`src/rtl/binary_down_cnt_struct_pkg.sv`:
```
// binary_down_cnt_struct_pkg: shared encodings and defaults for the structural down counter
package binary_down_cnt_struct_pkg;
    localparam int DEF_WIDTH = 4;
    localparam logic [1:0] MODE_WRAP    = 2'b00;
    localparam logic [1:0] MODE_RELOAD  = 2'b01;
    localparam logic [1:0] MODE_ONESHOT = 2'b10;
    typedef enum logic {ST_RUN = 1'b0, ST_DONE = 1'b1} state_t;
endpackage

```
`src/rtl/binary_down_cnt_struct_dff.sv`:
```
// dff_struct: single-bit D flop; any reset is built into the D path by the caller
//   clk : rising-edge clock
//   d   : next value
//   q   : stored value
module dff_struct (
    input  logic clk,
    input  logic d,
    output logic q
);
    always_ff @(posedge clk)
        q <= d;
endmodule

```
`src/rtl/binary_down_cnt_struct_sub_by_one_borrow.sv`:
```
// sub_by_one_borrow: ripple of half-subtractor cells computing in1 - bin
//   in1  : operand
//   bin  : borrow in (subtract one when high, pass through when low)
//   out  : difference, modulo 2^WIDTH
//   bout : borrow out, high exactly when bin=1 and in1=0
module sub_by_one_borrow
    import binary_down_cnt_struct_pkg::*;
#(
    parameter int WIDTH = DEF_WIDTH
) (
    input  logic [WIDTH-1:0] in1,
    input  logic             bin,
    output logic [WIDTH-1:0] out,
    output logic             bout
);
    logic [WIDTH:0] b;
    assign b[0] = bin;
    assign bout = b[WIDTH];
    for (genvar i = 0; i < WIDTH; i++) begin : g_cell
        logic n_in;
        xor (out[i], in1[i], b[i]);
        not (n_in, in1[i]);
        and (b[i+1], n_in, b[i]);
    end
endmodule

```
`src/rtl/binary_down_cnt_struct.sv`:
```
// binary_down_cnt_struct: loadable structural down counter with terminal-count pulse
//   clk, rst : clock and synchronous active-high reset
//   en       : decrement enable
//   load     : load strobe (beats en), load_val is captured into cnt and reload_reg
//   mode     : 00 WRAP, 01 RELOAD, 10 ONESHOT, 11 behaves as WRAP
//   cnt      : registered count; zero : combinational cnt == 0
//   tc       : registered one-cycle terminal-count pulse; done : ONESHOT expiry flag
module binary_down_cnt_struct
    import binary_down_cnt_struct_pkg::*;
#(
    parameter int WIDTH = DEF_WIDTH
) (
    input  logic             clk,
    input  logic             rst,
    input  logic             en,
    input  logic             load,
    input  logic [WIDTH-1:0] load_val,
    input  logic [1:0]       mode,
    output logic [WIDTH-1:0] cnt,
    output logic             zero,
    output logic             tc,
    output logic             done
);
    logic [WIDTH-1:0] dec, cnt_d, reload_q, reload_d;
    logic bout, n_rst, n_load, keep, is_os, is_rl, sel_rl, sel_os, n_sel_rl, n_sel_os;
    logic in_done, tc_kill, n_tc_kill, tc_d, done_or, done_d, st_q, st_or, st_d;
    state_t state;

    // With bin=en the decrementer passes cnt through when idle, so hold needs no extra mux,
    // and on borrow it already yields all ones for WRAP.
    sub_by_one_borrow #(.WIDTH(WIDTH)) u_dec (.in1(cnt), .bin(en), .out(dec), .bout(bout));

    assign is_os   = mode == MODE_ONESHOT;
    assign is_rl   = mode == MODE_RELOAD;
    assign state   = state_t'(st_q);
    assign in_done = state == ST_DONE;
    assign zero    = ~|cnt;

    not (n_rst, rst);
    not (n_load, load);
    and (keep, n_rst, n_load);
    and (sel_rl, bout, is_rl);
    and (sel_os, bout, is_os);
    not (n_sel_rl, sel_rl);
    not (n_sel_os, sel_os);

    // A borrow in ONESHOT after expiry stays silent; other modes pulse even with done set.
    and (tc_kill, is_os, in_done);
    not (n_tc_kill, tc_kill);
    and (tc_d, keep, bout, n_tc_kill);
    or  (done_or, done, sel_os);
    and (done_d, keep, done_or);
    or  (st_or, st_q, sel_os);
    and (st_d, keep, st_or);

    dff_struct u_tc   (.clk(clk), .d(tc_d),   .q(tc));
    dff_struct u_done (.clk(clk), .d(done_d), .q(done));
    dff_struct u_st   (.clk(clk), .d(st_d),   .q(st_q));

    for (genvar i = 0; i < WIDTH; i++) begin : g_bit
        logic a, b, c, pick, l1, l2, m, r2, rm;
        and (a, dec[i], n_sel_os);
        and (c, a, n_sel_rl);
        and (b, reload_q[i], sel_rl);
        or  (pick, b, c);
        and (l1, load, load_val[i]);
        and (l2, n_load, pick);
        or  (m, l1, l2);
        or  (cnt_d[i], rst, m);
        and (r2, n_load, reload_q[i]);
        or  (rm, l1, r2);
        or  (reload_d[i], rst, rm);
        dff_struct u_cnt (.clk(clk), .d(cnt_d[i]),    .q(cnt[i]));
        dff_struct u_rl  (.clk(clk), .d(reload_d[i]), .q(reload_q[i]));
    end
endmodule

```
`config.mk`:
```
export PLATFORM = sky130hd
export DESIGN_NAME = binary_down_cnt_struct
export DESIGN_NICKNAME = d
export VERILOG_FILES = /design/src/rtl/binary_down_cnt_struct_pkg.sv /design/src/rtl/binary_down_cnt_struct_dff.sv /design/src/rtl/binary_down_cnt_struct_sub_by_one_borrow.sv /design/src/rtl/binary_down_cnt_struct.sv
export SDC_FILE = /design/constraint.sdc
export NUM_CORES = 1
export LEC_CHECK = 0
export ABC_AREA = 1
export BUFFER_PORTS_ARGS = -buffer_cell sky130_fd_sc_hd__buf_2
export CAP_MARGIN = 40
export CORE_AREA = 2 2 39 41
export CTS_BUF_LIST = sky130_fd_sc_hd__clkbuf_2
export CTS_CLUSTER_DIAMETER = 120
export CTS_CLUSTER_SIZE = 25
export DETAILED_ROUTE_END_ITERATION = 6
export DIE_AREA = 0 0 41 43
export GPL_TIMING_DRIVEN = 0
export HOLD_SLACK_MARGIN = 0.08
export PLACE_DENSITY = 0.72
export SLEW_MARGIN = 30
export SYNTH_ARGS = -nofsm -noshare
export SYNTH_HDL_FRONTEND = slang
export SYNTH_SLANG_ARGS = --single-unit
```
`constraint.sdc`:
```
create_clock -name clk -period 1.5 [get_ports clk]
set_input_delay 0.225 -clock clk [delete_from_list [all_inputs] [get_ports clk]]
set_output_delay 0.225 -clock clk [all_outputs]
set_load 0.02 [all_outputs]
```
== Word level (Yosys, flattened, before mapping) ==
Index checks and enable logic that the tools add are counted.
Widths: inputs -> output; s select.
Word-level totals
  flip-flop bits (word level): 11
  input port bits: 10
  output and inout port bits: 7
  word-level logic and storage cells: 85
Cells by class
  equal/unequal tests: 2
  bitwise operators: 69
  reductions and logical operators: 3
Operator list (count)
  $and 1x1->1: 34
  $or 1x1->1: 22
  $not 1->1: 9
  $reduce_or 4->1: 1
  $xor 1x1->1: 4
  $reduce_and 3->1: 1
  $eq 2x1->1 const B: 1
  $eq 2x2->1 const B: 1
  $logic_not 1->1: 1

== Longest topological paths before layout ==
Gate-level depths: netlist of run 1.
  depth in word-level cells: 13
  gate-level depth with buffers: 11
  mapped depth without buffers: 11

== Hierarchy ==
From an unflattened synthesis of run 1, not the netlist that was laid out.
Unflattened totals
  cell total of the unflattened synthesis: 69
  area, all modules: 516.7 um^2
By module, submodules not included
  dff_struct: times used 11, cells an instance 1, area each 20.0 um^2, seq. area each 20.0 um^2
  binary_down_cnt_struct: times used 1, cells an instance 46, area each 216.5 um^2, seq. area each 0.0 um^2
  sub_by_one_borrow: times used 1, cells an instance 12, area each 80.1 um^2, seq. area each 0.0 um^2

== Worst setup path after synthesis of run 1 ==
No wires, ideal clock.
  path type: register -> register
  from: register g_bit[0].u_cnt.q
  to: register g_bit[0].u_cnt.q
  library setup time: 117 ps
  data arrival time: 1262 ps
  data required time: 1383 ps
  slack: 122 ps
  stages on the path, launching flop included: 11
  path buffers: 0
  clock period less this slack: 1378 ps
  cells stage by stage: dfxtp_1 > inv_1 > ha_1 > ha_1 > ha_1 > inv_1 > nor2_4 > nand2_1 > nand2_1 > nand2_1 > nand2_1
Between the ends
  word-level cells in the longest chain between the ends: 13
  elaborated cells between the ends (all ways): 17
  those cells by class: 17 x bitwise
RTL lines
  start, declared: line binary_down_cnt_struct_dff.sv:8  | output logic q
  start signal, assigned: line binary_down_cnt_struct_dff.sv:11  | q <= d;
  $not 1->1: line binary_down_cnt_struct_sub_by_one_borrow.sv:22  | not (n_in, in1[i]);
  $and 1x1->1 (4 in a row): line binary_down_cnt_struct_sub_by_one_borrow.sv:23  | and (b[i+1], n_in, b[i]);
  $and 1x1->1: line binary_down_cnt_struct.sv:43  | and (sel_os, bout, is_os);
  $not 1->1: line binary_down_cnt_struct.sv:45  | not (n_sel_os, sel_os);
  $and 1x1->1: line binary_down_cnt_struct.sv:62  | and (a, dec[i], n_sel_os);
  $and 1x1->1: line binary_down_cnt_struct.sv:63  | and (c, a, n_sel_rl);
  $or 1x1->1 (*): line binary_down_cnt_struct.sv:65  | or (pick, b, c);
  $and 1x1->1 (*): line binary_down_cnt_struct.sv:67  | and (l2, n_load, pick);
  $or 1x1->1 (*): line binary_down_cnt_struct.sv:68  | or (m, l1, l2);
  $or 1x1->1 (*): line binary_down_cnt_struct.sv:69  | or (cnt_d[i], rst, m);
  via g_bit[0].u_cnt.d: line binary_down_cnt_struct_dff.sv:7  | input logic d,
Mark *: on every way through the listed nets, which the timed path passes. The rest lies on a longest branch.

== Worst setup path in the final report of run 1 ==
Ends and elaborated chain as after synthesis.

==> impl_metrics.prom, run 1 <==
# TYPE chip_impl_metric gauge
chip_impl_info{name="status",value="completed"} 1
chip_impl_metric{name="cts_buffer_depth",unit=""} 2
chip_impl_metric{name="critical_path_peak_fanout",unit=""} 6
chip_impl_info{name="ys.flop_type",value="sky130_fd_sc_hd__dfxtp_1"} 1
chip_impl_info{name="hold_path_class",value="in2reg"} 1
chip_impl_info{name="cts_root_buffer",value="sky130_fd_sc_hd__clkbuf_2"} 1
chip_impl_metric{name="finalCriticalPeriod",unit="ns"} 1.43
chip_impl_metric{name="layout_worst_path_cycle_share",unit="%"} 95.5
chip_impl_metric{name="initial_core_util",unit="%"} 42.1
chip_impl_metric{name="yosys.cell_types.count",unit=""} 15
chip_impl_metric{name="power.density",unit="nW/µm²"} 817
chip_impl_metric{name="cts.hold.buffers_added",unit=""} 0
chip_impl_metric{name="synth-edff-count",unit=""} 0
chip_impl_info{name="cp-start-kind",value="flip-flop"} 1
chip_impl_metric{name="detail_route.first_pass.iterations",unit=""} 4
chip_impl_metric{name="final_weighted_congestion_in_routability_driven_placement",unit=""} 0.758
chip_impl_metric{name="remaining_drc_errors",unit=""} 0
chip_impl_metric{name="route.antenna.remaining_nets",unit=""} 0
chip_impl_info{name="tritoncts",value="built"} 1
chip_impl_metric{name="leakagePower",unit="nW"} 0.421
chip_impl_metric{name="net-switching-power",unit="mW"} 0.177
chip_impl_metric{name="core_area",unit="µm²"} 1380
chip_impl_metric{name="dieArea",unit="µm²"} 1760
chip_impl_metric{name="layout-area-overhead-vs-synth",unit="%"} 28.1
chip_impl_metric{name="cts_made_buffers",unit=""} 3
chip_impl_metric{name="std_cell_rows",unit=""} 14
chip_impl_metric{name="die-height",unit="µm"} 43
chip_impl_metric{name="power_frac_clock",unit="%"} 28.4
chip_impl_metric{name="finish.instance_area",unit="µm²"} 747
chip_impl_metric{name="path_clk_slew",unit="ns"} 0.11
chip_impl_metric{name="postSynthRegisterBits",unit=""} 11
chip_impl_metric{name="seq_area_frac_synth",unit="%"} 37.8
chip_impl_info{name="yosysMostFrequentCell",value="sky130_fd_sc_hd__inv_1"} 1
chip_impl_metric{name="grt_antenna_before_repair",unit=""} 0
chip_impl_metric{name="synthesis.yosys.warnings",unit=""} 0
chip_impl_info{name="worstSetupEndpointType",value="flip-flop"} 1
chip_impl_metric{name="wl_met1",unit="µm"} 461
chip_impl_metric{name="timing_hold_violations_final",unit=""} 0
chip_impl_metric{name="h-tree-depth",unit=""} 1
chip_impl_metric{name="synth_async_sr_flop_share",unit="%"} 0
chip_impl_metric{name="globalRoute.totalOverflow",unit=""} 0
chip_impl_metric{name="length_of_routed_met2_wiring",unit="µm"} 422
chip_impl_metric{name="timing.final.setup_violations",unit=""} 0
chip_impl_metric{name="synth.top_cell.area_share",unit="%"} 37.8
chip_impl_metric{name="fmax",unit="GHz"} 0.698
chip_impl_metric{name="cts_setup_buffers",unit=""} 0
chip_impl_metric{name="pre_cts_ws",unit="ns"} 0.00551
chip_impl_metric{name="routed_via_density",unit=""} 4.34
chip_impl_metric{name="vdd_drop_max",unit="V"} 0.000365
chip_impl_metric{name="worst_clock_skew",unit="ns"} 0.00260
chip_impl_metric{name="internal_power",unit="mW"} 0.434
chip_impl_metric{name="combPwrFrac",unit="%"} 19.4
chip_impl_metric{name="worst_slew_margin_rel",unit="%"} 84.9
chip_impl_metric{name="detailroute.wirelength.met3",unit="µm"} 83
chip_impl_metric{name="numPortBuffers",unit=""} 15
chip_impl_metric{name="timing_worst_slew_pin_value",unit="ns"} 0.226
chip_impl_metric{name="grtUsageTotal",unit="%"} 13.5
chip_impl_metric{name="clk_latency",unit="ns"} 0.27
chip_impl_metric{name="num_vias",unit=""} 503
chip_impl_metric{name="post_route_cells_drive_above_1_share",unit="%"} 37.0
chip_impl_metric{name="cts.sink_count",unit=""} 11
chip_impl_metric{name="post_dp_cell_area",unit="µm²"} 678
chip_impl_metric{name="report.final.slew_viol_count",unit=""} 0
chip_impl_metric{name="avgRoutedWirePerCell",unit="µm"} 8.55
chip_impl_metric{name="instance_count_of_the_mapped_netlist",unit=""} 81
chip_impl_metric{name="layout.nets",unit=""} 114
chip_impl_metric{name="wire_length_of_the_first_global_routing_pass",unit="mm"} 1.60
chip_impl_metric{name="arrival",unit="ns"} 1.60
chip_impl_info{name="netlist_top_cells_count",value="20 x sky130_fd_sc_hd__inv_1, 19 x sky130_fd_sc_hd__nand2_1, 11 x sky130_fd_sc_hd__dfxtp_1, 6 x sky130_fd_sc_hd__a21oi_1"} 1
chip_impl_info{name="highest_metal_layer_with_signal_wires",value="met4"} 1
chip_impl_metric{name="worst_slack",unit="ns"} 0.0672
chip_impl_metric{name="diodes",unit=""} 0
chip_impl_info{name="timing.setup.critical_path_class",value="reg2reg"} 1
chip_impl_metric{name="drc_violation_total_after_the_first_tritonroute_iteration",unit=""} 9
chip_impl_info{name="rsz_0062_raised_after_global_routing",value="yes"} 1
chip_impl_metric{name="dp.final_hpwl",unit="µm"} 771
chip_impl_metric{name="drt_wl_total",unit="µm"} 992
chip_impl_metric{name="mappedNetlistArea",unit="µm²"} 583
chip_impl_metric{name="drv_cap",unit=""} 0
chip_impl_metric{name="fin_total_pwr",unit="mW"} 0.611
chip_impl_metric{name="switching_share",unit="%"} 28.9
chip_impl_metric{name="finalCoreUtilization",unit="%"} 54.0
chip_impl_metric{name="synth_fp_nets",unit=""} 94
chip_impl_metric{name="grt_pass1_vias",unit=""} 431
chip_impl_metric{name="pin_count_of_the_biggest_net_entering_global_routing",unit=""} 11
chip_impl_metric{name="avgSynthCellArea",unit="µm²"} 7.20
chip_impl_metric{name="power.share.sequential",unit="%"} 52.2
chip_impl_info{name="ys_top_cells_by_area",value="sky130_fd_sc_hd__dfxtp_1 38%, sky130_fd_sc_hd__inv_1 13%, sky130_fd_sc_hd__nand2_1 12%"} 1
chip_impl_metric{name="die_width",unit="µm"} 41
chip_impl_info{name="leading_area_contributor_after_synthesis",value="sky130_fd_sc_hd__dfxtp_1"} 1
chip_impl_metric{name="cp.required",unit="ns"} 1.67
chip_impl_metric{name="final.setup.tns",unit="ns"} 0
chip_impl_metric{name="io-pin-count",unit=""} 17
-- power groups by stage --
stage	sequential [mW]	clock [mW]	combinational, mW
after floorplan	0.323	0	0.0780
final	0.319	0.173	0.119
after CTS	0.318	0.173	0.108
after detailed placement	0.325	0	0.107
after global routing	0.321	0.188	0.140
after global placement	0.324	0	0.105
-- sequential cells by signal (all words and copies together), names as in the netlist --
register / cells
u_st.q: 1
u_done.q: 1
g_bit.u_rl.q: 4
g_bit.u_cnt.q: 4
u_tc.q: 1
-- metrics by stage --
stage | std cells | hold slack [ns]
2_1_floorplan | 81 | 0.329
3_3_place_gp | 112 | 0.434
3_5_place_dp | 112 | 0.440
4_1_cts | 116 | 0.175
5_1_grt | 116 | 0.190
6_report | 116 | 0.168
-- layout make-up --
cell class              instances  area [µm²]
well taps                      16        20.0
clock buffers                   4        20.0
plain buffers                   5        41.3
multi-input cells              45         292
repair buffers                 15        75.1
inverters                      20        77.6
fillers                       136         637
flip-flops and latches         11         221
-- placed cells by master (no fill, tap or decap) --
cell type                  synthesis  final
sky130_fd_sc_hd__inv_2             0      1
sky130_fd_sc_hd__inv_1            20     18
sky130_fd_sc_hd__nor2_2            2      2
sky130_fd_sc_hd__dfxtp_2           0      1
sky130_fd_sc_hd__nor4_1            1      1
sky130_fd_sc_hd__nand2_1          19     18
sky130_fd_sc_hd__nand2_4           0      1
sky130_fd_sc_hd__buf_4             4      4
sky130_fd_sc_hd__nand2_2           1      1
sky130_fd_sc_hd__or2_4             1      1
sky130_fd_sc_hd__a21oi_1           6      6
sky130_fd_sc_hd__buf_2             0     15
sky130_fd_sc_hd__o21ai_0           5      5
sky130_fd_sc_hd__nor2_4            1      1
sky130_fd_sc_hd__nand3_1           5      5
sky130_fd_sc_hd__ha_4              0      3
sky130_fd_sc_hd__a211oi_2          1      1
sky130_fd_sc_hd__clkbuf_2          0      4
sky130_fd_sc_hd__dfxtp_1          11     10
sky130_fd_sc_hd__inv_4             0      1
sky130_fd_sc_hd__buf_6             1      1
-- cells by family (layout without fill, tap and decap cells) --
group	Yosys count	in the layout	share of synthesized area [%]
compound gates	12	12	11.6
fa+ha+maj	3	3	6.44
buf+inv	25	44	20.0
flops	11	11	37.8
simple gates	30	30	24.2
-- worst max-delay path, stage by stage, from the launching register on --
cell and delay (ns):
sky130_fd_sc_hd__dfxtp_2 0.35, sky130_fd_sc_hd__inv_2 0.06, sky130_fd_sc_hd__ha_4 0.13, sky130_fd_sc_hd__ha_4 0.13
sky130_fd_sc_hd__ha_4 0.14, sky130_fd_sc_hd__inv_4 0.04, sky130_fd_sc_hd__nor2_4 0.18, sky130_fd_sc_hd__nand2_4 0.09
sky130_fd_sc_hd__nand2_1 0.06, sky130_fd_sc_hd__nand2_1 0.05, sky130_fd_sc_hd__nand2_1 0.06, sky130_fd_sc_hd__nand2_1 0.04
-- routing by layer --
metal	GRT usage, %	vias up
met5	0	-
met4	10.0	0
met3	3.14	3
met2	18.4	21
met1	17.7	200
li1	-	279
-- worst paths after layout --
check | to | slack, ns | depth (start not counted) | start
setup / recovery | g_bit[0].u_cnt.q | 0.07 | 11 | g_bit[0].u_cnt.q
hold / removal | g_bit[0].u_rl.q | 0.17 | 2 | load
setup reg to reg | g_bit[0].u_cnt.q | 0.07 | 11 | g_bit[0].u_cnt.q
hold reg to reg | u_done.q | 0.45 | 2 | u_done.q
-- repair_timing --
item | 4_1_cts | 5_1_grt
endpoints found under the setup margin | 3 | 4
gates cloned | 0 | 0
resized for setup | 1 | 11
pin swaps | 0 | 3
(Power assumes the default switching activity.)
==> run 2, diff against run 1 <==
--- a/config.mk
+++ b/config.mk
@@ -17,6 +17,7 @@
 export GPL_TIMING_DRIVEN = 0
 export HOLD_SLACK_MARGIN = 0.08
 export PLACE_DENSITY = 0.72
+export SETUP_SLACK_MARGIN = 0.2
 export SLEW_MARGIN = 30
 export SYNTH_ARGS = -nofsm -noshare
 export SYNTH_HDL_FRONTEND = slang
==> impl_metrics.prom, run 2 (synthesized netlist as in run 1, its figures left out) <==
# TYPE chip_impl_metric gauge
chip_impl_metric{name="timing.final.setup_violations",unit=""} 0
chip_impl_metric{name="die-height",unit="µm"} 43
chip_impl_metric{name="fmax",unit="GHz"} 0.710
chip_impl_info{name="cp-start-kind",value="flip-flop"} 1
chip_impl_metric{name="dp.final_hpwl",unit="µm"} 790
chip_impl_metric{name="path_buf_inv",unit=""} 3
chip_impl_metric{name="fin_total_pwr",unit="mW"} 0.617
chip_impl_metric{name="h-tree-depth",unit=""} 1
chip_impl_metric{name="routed_via_density",unit=""} 4.28
chip_impl_info{name="worst_path_most_repeated_cell",value="sky130_fd_sc_hd__ha_4"} 1
chip_impl_metric{name="detail_route.first_pass.iterations",unit=""} 4
chip_impl_metric{name="cts.sink_count",unit=""} 11
chip_impl_metric{name="cp.required",unit="ns"} 1.66
chip_impl_metric{name="worst_path_largest_cell_delay",unit="ns"} 0.34
chip_impl_metric{name="cts_made_buffers",unit=""} 3
chip_impl_info{name="crit_path_cell_trace",value="inv_2, ha_4, ha_4, ha_4, inv_2, nor2_4, buf_4, nand3_2, nand3_2, nand2_1"} 1
chip_impl_metric{name="dieArea",unit="µm²"} 1760
chip_impl_metric{name="layout_worst_path_cycle_share",unit="%"} 93.9
chip_impl_metric{name="drc_violation_total_after_the_first_tritonroute_iteration",unit=""} 3
chip_impl_metric{name="worst_slew_margin_rel",unit="%"} 83.9
chip_impl_info{name="rsz_0062_raised_after_global_routing",value="yes"} 1
chip_impl_metric{name="grt_pass1_vias",unit=""} 445
chip_impl_metric{name="diodes",unit=""} 0
chip_impl_metric{name="pin_count_of_the_biggest_net_entering_global_routing",unit=""} 11
chip_impl_metric{name="drt_wl_total",unit="mm"} 1.09
chip_impl_metric{name="initial_core_util",unit="%"} 42.1
chip_impl_metric{name="grtUsageTotal",unit="%"} 14.8
chip_impl_metric{name="remaining_drc_errors",unit=""} 0
chip_impl_info{name="cts_root_buffer",value="sky130_fd_sc_hd__clkbuf_2"} 1
chip_impl_metric{name="drv_cap",unit=""} 0
chip_impl_metric{name="path_clk_slew",unit="ns"} 0.11
chip_impl_metric{name="num_vias",unit=""} 514
chip_impl_metric{name="cts_buffer_depth",unit=""} 2
chip_impl_metric{name="die_width",unit="µm"} 41
chip_impl_metric{name="final.hold.worst_slack",unit="ns"} 0.168
chip_impl_info{name="timing.setup.critical_path_class",value="reg2reg"} 1
chip_impl_metric{name="route.antenna.remaining_nets",unit=""} 0
chip_impl_metric{name="timing_worst_slew_pin_value",unit="ns"} 0.242
chip_impl_info{name="status",value="completed"} 1
chip_impl_info{name="slowest_stage",value="sky130_fd_sc_hd__dfxtp_2"} 1
chip_impl_metric{name="timing_hold_violations_final",unit=""} 0
chip_impl_metric{name="vdd_drop_max",unit="V"} 0.000550
chip_impl_metric{name="nFillCells",unit=""} 134
chip_impl_metric{name="critical_path_peak_fanout",unit=""} 6
chip_impl_metric{name="grt_antenna_before_repair",unit=""} 0
chip_impl_metric{name="avgRoutedWirePerCell",unit="µm"} 9.07
chip_impl_info{name="worstSetupEndpointType",value="flip-flop"} 1
chip_impl_metric{name="clk_latency",unit="ns"} 0.26
chip_impl_metric{name="report.final.slew_viol_count",unit=""} 0
chip_impl_metric{name="arrival",unit="ns"} 1.57
chip_impl_metric{name="numPortBuffers",unit=""} 15
chip_impl_metric{name="final_weighted_congestion_in_routability_driven_placement",unit=""} 0.796
chip_impl_metric{name="globalRoute.totalOverflow",unit=""} 0
chip_impl_metric{name="layout.nets",unit=""} 118
chip_impl_info{name="tritoncts",value="built"} 1
chip_impl_info{name="hold_path_class",value="in2reg"} 1
chip_impl_metric{name="leakagePower",unit="nW"} 0.459
chip_impl_metric{name="layout-area-overhead-vs-synth",unit="%"} 38.6
chip_impl_metric{name="power.density",unit="nW/µm²"} 764
chip_impl_metric{name="worst_clock_skew",unit="ns"} 0.00534
chip_impl_metric{name="std_cell_rows",unit=""} 14
chip_impl_info{name="layout.cells.most_common",value="sky130_fd_sc_hd__inv_1"} 1
chip_impl_info{name="critical_path.top_delay_family",value="adder cells"} 1
chip_impl_info{name="biggestRegsByFlops",value="g_bit.u_cnt.q: 4 flops, g_bit.u_rl.q: 4 flops"} 1
chip_impl_metric{name="wire_length_of_the_first_global_routing_pass",unit="mm"} 1.71
chip_impl_info{name="most-common-layout-cells",value="18 x sky130_fd_sc_hd__inv_1, 17 x sky130_fd_sc_hd__nand2_1, 15 x sky130_fd_sc_hd__buf_2, 9 x sky130_fd_sc_hd__dfxtp_1, 7 x sky130_fd_sc_hd__buf_4"} 1
chip_impl_metric{name="finalCriticalPeriod",unit="ns"} 1.41
chip_impl_metric{name="io-pin-count",unit=""} 17
chip_impl_metric{name="post_route_cells_drive_above_1_share",unit="%"} 46.2
chip_impl_metric{name="core_area",unit="µm²"} 1380
[run 2: cell types whose count changed in the layout (fill, tap and decap cells not counted), moves of 2 or more]
cell | previous run | this run
sky130_fd_sc_hd__a21oi_1 | 6 | 4
sky130_fd_sc_hd__a21oi_2 | 0 | 2
sky130_fd_sc_hd__buf_4 | 4 | 7
sky130_fd_sc_hd__nand3_1 | 5 | 3
sky130_fd_sc_hd__nand3_2 | 0 | 2
[run 2: worst paths after layout]
| kind | startpoint | end | slack (ns) | cells after the start |
|---|---|---|---|---|
| worst min-delay path | load | g_bit[0].u_rl.q | 0.17 | 2 |
| worst max-delay path | g_bit[0].u_cnt.q | g_bit[3].u_cnt.q | 0.09 | 10 |
| worst max register to register | g_bit[0].u_cnt.q | g_bit[3].u_cnt.q | 0.09 | 10 |
| worst min register to register | u_st.q | u_tc.q | 0.46 | 1 |
[run 2: power by group]
group	total (mW)	internal, mW	switching, mW
Combinational	0.126	0.0576	0.0685
Clock	0.173	0.0708	0.102
Sequential	0.318	0.309	0.00953
Total	0.617	0.437	0.180
[run 2: layout make-up]
cell class / count / area, µm² / area share (%)
clock buffer: 4 / 20.0 / 2.48
multi-input combinational: 45 / 320 / 39.6
buffer: 5 / 41.3 / 5.11
inverter: 20 / 75.1 / 9.29
sequential: 11 / 223 / 27.6
timing repair buffer: 19 / 109 / 13.5
tap: 16 / 20.0 / 2.48
[run 2: per-stage QoR]
stage	worst slack, ns	area [µm²]	cells	util (%)	TNS (ns)
3_3_place_gp	0.116	719	112	52.0	0
6_report	0.0918	808	120	58.4	0
4_1_cts	0.0923	748	117	54.1	0
2_1_floorplan	0.215	624	81	-	0
3_5_place_dp	0.0939	719	112	52.0	0
5_1_grt	-0.00276	808	120	58.4	-0.00497
[run 2: what timing repair did]
item	CTS	global route
resized for setup	1	10
buffers inserted	1	3
gates cloned	0	0
setup endpoints to repair	6	7
hold buffers	0	0
pin swaps	2	2
[run 2: routing by layer]
layer  vias to the layer above  track usage (%)  share of wire (%)
li1                        288                -                  -
met2                        15             17.8                 47
met4                         0             12.0               0.83
met1                       209             20.4                 45
met5                         -                0                  0
met3                         2             4.71                6.2
==> run 3, diff against run 2 <==
--- a/config.mk
+++ b/config.mk
@@ -16,9 +16,10 @@
 export DIE_AREA = 0 0 41 43
 export GPL_TIMING_DRIVEN = 0
 export HOLD_SLACK_MARGIN = 0.08
-export PLACE_DENSITY = 0.72
+export PLACE_DENSITY = 0.66
 export SETUP_SLACK_MARGIN = 0.2
 export SLEW_MARGIN = 30
 export SYNTH_ARGS = -nofsm -noshare
 export SYNTH_HDL_FRONTEND = slang
+export SYNTH_HIERARCHICAL = 1
 export SYNTH_SLANG_ARGS = --single-unit
==> impl_metrics.prom, run 3 <==
# TYPE chip_impl_metric gauge
chip_impl_info{name="main_combinational_cell_family_by_area_after_synthesis",value="simple AND/OR/NAND/NOR gates"} 1
chip_impl_info{name="most-common-layout-cells",value="16 x sky130_fd_sc_hd__buf_2, 16 x sky130_fd_sc_hd__nand2_1, 14 x sky130_fd_sc_hd__inv_1, 10 x sky130_fd_sc_hd__a21oi_1, 9 x sky130_fd_sc_hd__dfxtp_1"} 1
chip_impl_metric{name="cts.hold.buffers_added",unit=""} 0
chip_impl_metric{name="synth_async_sr_flop_share",unit="%"} 0
chip_impl_metric{name="route.antenna.remaining_nets",unit=""} 0
chip_impl_metric{name="clk_latency",unit="ns"} 0.26
chip_impl_metric{name="synth-edff-count",unit=""} 0
chip_impl_info{name="timing.setup.critical_path_class",value="reg2reg"} 1
chip_impl_metric{name="cts_made_buffers",unit=""} 3
chip_impl_metric{name="globalRoute.totalOverflow",unit=""} 0
chip_impl_metric{name="final_weighted_congestion_in_routability_driven_placement",unit=""} 0.741
chip_impl_metric{name="synth.top_cell.area_share",unit="%"} 42.6
chip_impl_info{name="crit_path_cell_trace",value="inv_2, ha_4, ha_4, ha_4, ha_4, nand2_4, nor2_4, inv_2, nand2_1, nand2_1, nand2_1"} 1
chip_impl_metric{name="drt_wl_total",unit="µm"} 926
chip_impl_metric{name="layout_worst_path_cycle_share",unit="%"} 96.2
chip_impl_info{name="cts_root_buffer",value="sky130_fd_sc_hd__clkbuf_2"} 1
chip_impl_metric{name="yosys.cell_types.count",unit=""} 14
chip_impl_metric{name="numPlacedInstances",unit=""} 101
chip_impl_metric{name="num_vias",unit=""} 470
chip_impl_info{name="biggestRegsByFlops",value="g_bit.u_cnt/q: 4 flops, g_bit.u_rl/q: 4 flops"} 1
chip_impl_info{name="cp-start-kind",value="flip-flop"} 1
chip_impl_metric{name="critical_path_peak_fanout",unit=""} 5
chip_impl_metric{name="post_route_cells_drive_above_1_share",unit="%"} 37.8
chip_impl_metric{name="std_cell_rows",unit=""} 14
chip_impl_info{name="critical_path.top_delay_family",value="adder cells"} 1
chip_impl_metric{name="worst_clock_skew",unit="ns"} 0.00316
chip_impl_info{name="yosysMostFrequentCell",value="sky130_fd_sc_hd__nand2_1"} 1
chip_impl_metric{name="synth_compound_gate_area_share",unit="%"} 13.6
chip_impl_info{name="netlist_top_cells_count",value="17 x sky130_fd_sc_hd__nand2_1, 15 x sky130_fd_sc_hd__inv_1, 11 x sky130_fd_sc_hd__dfxtp_1, 10 x sky130_fd_sc_hd__a21oi_1"} 1
chip_impl_metric{name="pin_count_of_the_biggest_net_entering_global_routing",unit=""} 11
chip_impl_metric{name="synthesis.yosys.warnings",unit=""} 6
chip_impl_metric{name="cp.required",unit="ns"} 1.66
chip_impl_metric{name="power.density",unit="nW/µm²"} 825
chip_impl_metric{name="numPortBuffers",unit=""} 16
chip_impl_metric{name="pre_cts_ws",unit="ns"} 0.0317
chip_impl_metric{name="layout.nets",unit=""} 105
chip_impl_metric{name="timing_worst_slew_pin_value",unit="ns"} 0.191
chip_impl_metric{name="path_buf_inv",unit=""} 2
chip_impl_info{name="worstSetupEndpointType",value="flip-flop"} 1
chip_impl_metric{name="report.final.slew_viol_count",unit=""} 0
chip_impl_metric{name="postSynthRegisterBits",unit=""} 11
chip_impl_metric{name="leakagePower",unit="nW"} 0.392
chip_impl_metric{name="final.hold.worst_slack",unit="ns"} 0.177
chip_impl_metric{name="vdd_drop_max",unit="V"} 0.000483
chip_impl_metric{name="dp.final_hpwl",unit="µm"} 745
chip_impl_metric{name="drc_violation_total_after_the_first_tritonroute_iteration",unit=""} 4
chip_impl_metric{name="path_clk_slew",unit="ns"} 0.11
chip_impl_info{name="status",value="completed"} 1
chip_impl_metric{name="nFillCells",unit=""} 151
chip_impl_metric{name="mappedNetlistArea",unit="µm²"} 517
chip_impl_info{name="rsz_0062_raised_after_global_routing",value="yes"} 1
chip_impl_info{name="leading_area_contributor_after_synthesis",value="sky130_fd_sc_hd__dfxtp_1"} 1
chip_impl_metric{name="post_dp_cell_area",unit="µm²"} 674
chip_impl_info{name="tritoncts",value="built"} 1
chip_impl_metric{name="finalCoreUtilization",unit="%"} 52.4
chip_impl_metric{name="drv_cap",unit=""} 0
chip_impl_info{name="slowest_stage",value="sky130_fd_sc_hd__dfxtp_4"} 1
chip_impl_metric{name="synth.mux.area_fraction",unit="%"} 0
chip_impl_metric{name="timing.final.setup_violations",unit=""} 0
chip_impl_metric{name="detail_route.first_pass.iterations",unit=""} 2
chip_impl_metric{name="die_width",unit="µm"} 41
chip_impl_info{name="ys.flop_type",value="sky130_fd_sc_hd__dfxtp_1"} 1
chip_impl_info{name="worst_path_most_repeated_cell",value="sky130_fd_sc_hd__ha_4"} 1
chip_impl_metric{name="core_area",unit="µm²"} 1380
chip_impl_metric{name="grtUsageTotal",unit="%"} 12.8
chip_impl_metric{name="worst_slack",unit="ns"} 0.0572
chip_impl_metric{name="grt_pass1_vias",unit=""} 385
chip_impl_metric{name="initial_core_util",unit="%"} 37.3
chip_impl_info{name="hold_path_class",value="in2reg"} 1
chip_impl_metric{name="die-height",unit="µm"} 43
chip_impl_metric{name="worst_path_largest_cell_delay",unit="ns"} 0.36
chip_impl_metric{name="reg2reg_slack",unit="ns"} 0.06
chip_impl_metric{name="synth_xor_area_share",unit="%"} 0
chip_impl_metric{name="instance_count_of_the_mapped_netlist",unit=""} 69
chip_impl_metric{name="seq_area_frac_synth",unit="%"} 42.6
chip_impl_metric{name="instances_no_fill",unit=""} 106
chip_impl_metric{name="routed_via_density",unit=""} 4.43
chip_impl_metric{name="cts.sink_count",unit=""} 11
chip_impl_metric{name="avgRoutedWirePerCell",unit="µm"} 8.74
chip_impl_metric{name="synth_simple_gate_area_share",unit="%"} 21.5
chip_impl_metric{name="io-pin-count",unit=""} 17
chip_impl_metric{name="fmax",unit="GHz"} 0.693
chip_impl_info{name="ys_top_cells_by_area",value="sky130_fd_sc_hd__dfxtp_1 43%, sky130_fd_sc_hd__nand2_1 12%, sky130_fd_sc_hd__inv_1 11%"} 1
chip_impl_metric{name="dieArea",unit="µm²"} 1760
chip_impl_metric{name="arrival",unit="ns"} 1.61
chip_impl_metric{name="timing_hold_violations_final",unit=""} 0
chip_impl_metric{name="remaining_drc_errors",unit=""} 0
chip_impl_metric{name="layout-area-overhead-vs-synth",unit="%"} 40.2
chip_impl_metric{name="wire_length_of_the_first_global_routing_pass",unit="mm"} 1.52
chip_impl_metric{name="finish.instance_area",unit="µm²"} 724
chip_impl_metric{name="worst_slew_margin_rel",unit="%"} 87.2
chip_impl_metric{name="cts_buffer_depth",unit=""} 2
chip_impl_metric{name="post_synth_fa_ha_maj_area_fraction",unit="%"} 9.69
chip_impl_metric{name="diodes",unit=""} 0
chip_impl_metric{name="h-tree-depth",unit=""} 1
chip_impl_metric{name="grt_antenna_before_repair",unit=""} 0
chip_impl_metric{name="avgSynthCellArea",unit="µm²"} 7.49
chip_impl_metric{name="synth_fp_nets",unit=""} 83
chip_impl_metric{name="finalCriticalPeriod",unit="ns"} 1.44
## run 3: timing repair
action                                  4_1_cts  5_1_grt
pin swaps                                     0        1
endpoints found under the setup margin        7        7
buffers inserted                              0        1
gates resized for setup                       1        3
## run 3: power breakdown
group          switching [mW]  total (mW)  internal, mW  leakage, nW
registers              0.0104       0.319         0.308       0.0908
clock network           0.102       0.172        0.0707       0.0166
logic                  0.0617       0.107        0.0452        0.284
## run 3: per-stage QoR
stage	power [mW]	TNS [ns]
after global routing	0.631	-0.0833
after floorplan	0.390	0
after global placement	0.423	0
final	0.598	0
after detailed placement	0.426	0
after CTS	0.594	0
## run 3: kinds of logic after synthesis
group / Yosys count
compound gates: 14
buf+inv: 17
simple gates: 23
flops: 11
fa+ha+maj: 4
## run 3: tightest hold or removal path: cells and delay by family
kind	cells	cell delay [ns]
AOI/OAI and AO/OA	1	0.06
and+or+nand+nor	1	0.06
buffers and inverters	1	0.07
## run 3: worst paths after layout
| path | startpoint | end | cells after the start |
|---|---|---|---|
| worst max-delay path | g_bit[0].u_cnt/q | g_bit[3].u_cnt/q | 11 |
| worst min-delay path | load_val[1] | g_bit[1].u_cnt/q | 3 |
| worst max register to register | g_bit[0].u_cnt/q | g_bit[3].u_cnt/q | 11 |
| worst min register to register | u_done/q | u_done/q | 2 |
## run 3: final cells by class
cell class              count  area (µm²)  share of cell area, %
plain buffers               1        5.00                  0.691
repair buffers             17        90.1                   12.4
inverters                  16        60.1                   8.29
clock buffers               4        20.0                   2.76
well taps                  16        20.0                   2.76
multi-input cells          41         304                   42.0
flip-flops and latches     11         225                   31.1
## run 3: metal layers
layer  part of all wire, %  GRT usage [%]  up-vias
li1                      -              -      255
met1                    45           16.4      197
met2                    46           18.4       14
met3                   5.1           1.57        4
met4                   3.9           10.0        0
met5                     0              0        -
